==> src/rtl/iobus_timer.sv <==
// Memory-mapped prescaled compare timer on the CPU IO bus.
// CTRL/PRESCALE/COMPARE/COUNT/STATUS window with a level interrupt on compare match.
module iobus_timer #(
    parameter logic [31:0] BASE_ADDR = 32'h1100_0100
) (
    input  logic        clk,
    input  logic        rst,
    input  logic [31:0] iobus_addr,
    input  logic [31:0] iobus_out,
    input  logic        iobus_wr,
    output logic [31:0] iobus_in,
    output logic        intrpt
);

    localparam logic [2:0] OFF_CTRL     = 3'd0;
    localparam logic [2:0] OFF_PRESCALE = 3'd1;
    localparam logic [2:0] OFF_COMPARE  = 3'd2;
    localparam logic [2:0] OFF_COUNT    = 3'd3;
    localparam logic [2:0] OFF_STATUS   = 3'd4;

    logic        en;
    logic        auto_reload;
    logic        irq_en;
    logic [15:0] prescale;
    logic [31:0] compare;
    logic [31:0] count;
    logic [15:0] ps;
    logic        pending;
    logic        overrun;

    logic        sel;
    logic [2:0]  off;
    logic        wr_ctrl;
    logic        wr_prescale;
    logic        wr_compare;
    logic        wr_count;
    logic        wr_status;
    logic        tick;
    logic        match;
    logic [1:0]  unused_addr_bits;

    assign unused_addr_bits = iobus_addr[1:0];

    assign sel         = (iobus_addr[31:5] == BASE_ADDR[31:5]);
    assign off         = iobus_addr[4:2];
    assign wr_ctrl     = iobus_wr && sel && (off == OFF_CTRL);
    assign wr_prescale = iobus_wr && sel && (off == OFF_PRESCALE);
    assign wr_compare  = iobus_wr && sel && (off == OFF_COMPARE);
    assign wr_count    = iobus_wr && sel && (off == OFF_COUNT);
    assign wr_status   = iobus_wr && sel && (off == OFF_STATUS);

    assign tick  = en && (ps == prescale);
    // A CPU store to COUNT overrides the tick, so no match is judged that cycle.
    assign match = tick && !wr_count && (count == compare);

    assign intrpt = pending && irq_en;

    always_comb begin
        iobus_in = 32'h0;
        if (sel) begin
            case (off)
                OFF_CTRL:     iobus_in = {29'h0, irq_en, auto_reload, en};
                OFF_PRESCALE: iobus_in = {16'h0, prescale};
                OFF_COMPARE:  iobus_in = compare;
                OFF_COUNT:    iobus_in = count;
                OFF_STATUS:   iobus_in = {30'h0, overrun, pending};
                default:      iobus_in = 32'h0;
            endcase
        end
    end

    always_ff @(posedge clk or posedge rst) begin
        if (rst) begin
            en          <= 1'b0;
            auto_reload <= 1'b0;
            irq_en      <= 1'b0;
            prescale    <= 16'h0;
            compare     <= 32'h0;
            count       <= 32'h0;
            ps          <= 16'h0;
            pending     <= 1'b0;
            overrun     <= 1'b0;
        end else begin
            // Restarting the timer or changing the divide ratio realigns the prescaler.
            if (wr_prescale || (wr_ctrl && !en && iobus_out[0]))
                ps <= 16'h0;
            else if (tick)
                ps <= 16'h0;
            else if (en)
                ps <= ps + 16'd1;

            if (wr_count)
                count <= iobus_out;
            else if (match)
                count <= 32'h0;
            else if (tick)
                count <= count + 32'd1;

            if (wr_ctrl) begin
                en          <= iobus_out[0];
                auto_reload <= iobus_out[1];
                irq_en      <= iobus_out[2];
            end else if (match && !auto_reload) begin
                en <= 1'b0;
            end

            if (wr_prescale)
                prescale <= iobus_out[15:0];
            if (wr_compare)
                compare <= iobus_out;

            // A match beats a simultaneous W1C so no event is silently lost.
            if (match)
                pending <= 1'b1;
            else if (wr_status && iobus_out[0])
                pending <= 1'b0;

            if (match && pending)
                overrun <= 1'b1;
            else if (wr_status && iobus_out[1])
                overrun <= 1'b0;
        end
    end

endmodule

==> config.mk <==
export PLATFORM = sky130hd
export DESIGN_NAME = iobus_timer
export DESIGN_NICKNAME = d
export VERILOG_FILES = /design/src/rtl/iobus_timer.sv
export SDC_FILE = /design/constraint.sdc
export NUM_CORES = 1
export LEC_CHECK = 0
export BUFFER_PORTS_ARGS = -buffer_cell sky130_fd_sc_hd__buf_2
export CAP_MARGIN = 20
export CORE_ASPECT_RATIO = 1.5
export CORE_UTILIZATION = 35
export DETAILED_ROUTE_END_ITERATION = 6
export GPL_TIMING_DRIVEN = 0
export HOLD_SLACK_MARGIN = 0.05
export SLEW_MARGIN = 25
export SYNTH_ARGS = -nofsm -noshare
export SYNTH_HDL_FRONTEND = slang
export SYNTH_SLANG_ARGS = --single-unit
==> constraint.sdc <==
create_clock -name clk -period 4.1 [get_ports clk]
set_input_delay 0.41 -clock clk [delete_from_list [all_inputs] [get_ports clk]]
set_output_delay 0.41 -clock clk [all_outputs]
set_load 0.02 [all_outputs]
==> summary.txt <==
Clocking
  – CTS tree: done
  – CTS Root Cell: clkbuf_16
  – Worst-case clock buffer depth: 2
  – Cts repair resizes: 0
  – Post-CTS Setup Inserts: 0
  – CTS HTree Levels: 3
  – Num CTS Buffers: 9
  – Clock sinks: 101
  – Clock transition at path regs: 0.07 ns
  – Clk Latency, worst-skew pair: 0.35 ns
  – Hold-fix buffers, CTS: 0

Die
  – # IOs: 100
  – Row cnt: 60
  – Die area: 19200 um^2
  – Initial core utilization: 36.0%
  – Core Footprint: 18100 um^2
  – Height of the die: 169 um
  – DIE WIDTH: 113 um

Setup path
  – Arrival time at the worst endpoint: 2.94 ns
  – Critical Path End Type: output pin
  – CP Max Fanout: 10
  – CP most frequent cell: clkbuf_1
  – Startpoint Class: input pin
  – Worst path cell trace: buf_2 -> clkbuf_1 -> nor2b_1 -> and2_1 -> clkbuf_1 -> clkbuf_1 -> a22oi_1 -> nor2_1 -> buf_2
  – FF-to-FF setup slack: 0.95 ns
  – Top delay family on crit path: buffers and inverters
  – Max stage delay on crit path: 0.51 ns
  – Critical path class: input pin to output pin
  – Slowest stage cell, crit path: clkbuf_1
  – CP Buf/Inv Count: 5
  – CP required: 3.69 ns

Detailed routing
  – Detailed Routing Iterations Pass 1: 5
  – Via-per-instance ratio: 5.43
  – WL final: 20700 um
  – Starting DRT DRC Count: 319
  – Vias: 5764
  – DRC: 0
  – Post-route ant nets: 0
  – Routed wire per std cell: 19.5 um

GRT
  – Global-route wire length before repair: 33300 um
  – Largest net degree at the start of global routing: 68
  – Vias in the first global route: 5928
  – Total grt overflow: 0
  – Antenna violations before repair: 0
  – Global Route Usage Sum: 22.7%

Pwr
  – Leakage: 3.46 nW
  – IR drop worst, VDD: 0.000239 V
  – Clock power share: 46.5%
  – Pwr Total: 0.00207 W
  – Pwr dens: 270 nW/um^2
  – Switching Power: 0.000460 W
  – Switch share: 22.2%
  – Cell Int Power: 0.00161 W
  – Flop pwr share: 48.1%
  – Combinational share of power: 5.4%

Logic synthesis
  – Synth Area per Inst: 9.32 um^2
  – Syn Nets: 768
  – Post-synth EDFFs: 0
  – Netlist cell types: 73
  – Seq cells post-synth: 101
  – Post-synthesis instance total: 699
  – Async SR Flop Fraction: 100%
  – Main synth FF type: dfrtp_1
  – Mapped Area: 6510 um^2
  – Synth warn: 0
  – Sequential fraction of the synthesis area: 38.8%

STA
  – # setup viols final: 0
  – Slew margin rel.: 31.4%
  – Max frequency: 299 MHz
  – Final period util: 81.6%
  – Setup Skew: 0.00510 ns
  – Final hold viol count: 0
  – Actual slew at the worst max-slew pin: 1.02 ns
  – Pins Over Slew Limit: 0
  – RSZ-0062 raised after global routing: no
  – Tmin final: 3.35 ns
  – Hold slack: 0.0429 ns
  – Setup WS post-layout: 0.755 ns

Place
  – Setup slack at placement: 0.743 ns
  – IO Port Bufs: 96
  – RD Place Congestion: 0.865
  – Post-DP HPWL: 16000 um

Outcome
  – Outcome: completed

Finish
  – Filler cell count: 1864
  – Nets: 877
  – Ant. Diodes: 0
  – Layout cells sized above 1: 25.5%
  – Area Growth Syn to Fin: 17.9%

Min path
  – Hold Crit Class: input pin to async pin

Flow run
  – Max-cap violation count: 0
[power by group through the flow]
stage                     Combinational, W  Clock [W]  Sequential, W
after floorplan                  0.0000492          0        0.00102
after global placement            0.000109          0        0.00102
after detailed placement          0.000114          0        0.00101
after CTS                         0.000115   0.000974       0.000995
after global routing              0.000125    0.00102       0.000995
final                             0.000112   0.000962       0.000996
[routing by layer]
metal	routed length (um)	vias to the layer above	track usage (%)
met5	0	-	0
met4	691	0	9.38
met3	647	34	2.69
met2	11200	140	42.0
met1	8230	2827	26.3
li1	-	2763	-
[cell usage after synthesis, types with 3 or more instances]
library cell / count / area share [%]
dfrtp_1: 101 / 39
nor2_1: 88 / 5.1
mux2_2: 61 / 11
nand2_1: 51 / 2.9
a22oi_1: 42 / 4.8
xnor2_1: 38 / 5.1
clkbuf_1: 32 / 1.8
o21ai_0: 31 / 2.4
a21oi_1: 26 / 2.0
nand3_1: 22 / 1.7
nand4_1: 16 / 1.5
nor4_1: 14 / 1.3
xor2_1: 14 / 1.9
inv_1: 10 / 0.58
and3_1: 9 / 0.86
a31oi_1: 8 / 0.77
and2_1: 8 / 0.77
nor3_1: 8 / 0.61
nor4b_1: 8 / 1.1
nor2b_1: 7 / 0.67
a2bb2oi_1: 5 / 0.67
and4_1: 5 / 0.67
a21o_1: 4 / 0.46
a22o_1: 4 / 0.54
buf_1: 4 / 0.23
buf_2: 4 / 0.31
mux2_1: 4 / 0.69
nand3b_1: 4 / 0.46
o21a_1: 4 / 0.46
o311ai_0: 4 / 0.54
or4_1: 4 / 0.46
o211ai_1: 3 / 0.35
or3_1: 3 / 0.29
[cells in the final DEF, fill, tap and decap left out, types with 10 or more instances in the layout]
| cell type | instances |
|---|---|
| o21ai_0 | 31 |
| nand2_1 | 51 |
| xnor2_1 | 38 |
| a21oi_1 | 26 |
| nor4_1 | 14 |
| xor2_1 | 14 |
| nor2_1 | 88 |
| mux2_2 | 61 |
| nand3_1 | 22 |
| nand4_1 | 16 |
| buf_2 | 100 |
| a22oi_1 | 42 |
| clkbuf_16 | 10 |
| clkbuf_1 | 34 |
| dfrtp_1 | 101 |
[through the flow]
stage	setup TNS (ns)	instance area [um^2]	cells	utilization [%]
floorplan	0	6520	699	-
global placement	-41.05	7310	1043	40.4
detailed placement	0	7350	1045	40.6
CTS	0	7680	1061	42.4
global route	0	7680	1061	42.4
finish	0	7680	1061	42.4
[area by class of cell]
cell class	instances	area, um^2	area share (%)
repair buffers	98	515	6.71
flip-flops and latches	101	2530	32.9
plain buffers	51	314	4.09
well taps	248	310	4.04
clock inverters	3	67.6	0.880
inverters	10	42.5	0.554
multi-input cells	537	3640	47.4
clock buffers	13	260	3.39
[sequential cells by signal (all words and copies together) (netlist names)]
signal       cells
en               1
overrun          1
ps              16
pending          1
compare         32
auto_reload      1
count           32
prescale        16
irq_en           1
[cell families after synthesis]
group,count (synthesis),synth area share [%]
xor+xnor,52,6.99
fa+ha+maj,2,0.384
mux,68,11.9
compound gates,149,15.2
flops,101,38.8
simple gates,266,21.3
buf+inv,61,5.40
[path summary, 6_finish.rpt]
| path | cells past startpoint | endpoint | from |
|---|---|---|---|
| min in group clk | 3 | count[30] | iobus_out[30] |
| setup reg to reg | 10 | count[7] | count[25] |
| hold reg to reg | 2 | overrun | overrun |
| max in group asynchronous | 3 | count[29] | rst |
| setup / recovery | 9 | iobus_in[30] | iobus_addr[2] |
| hold / removal | 2 | compare[29] | rst |
(Power assumes the default switching activity.)
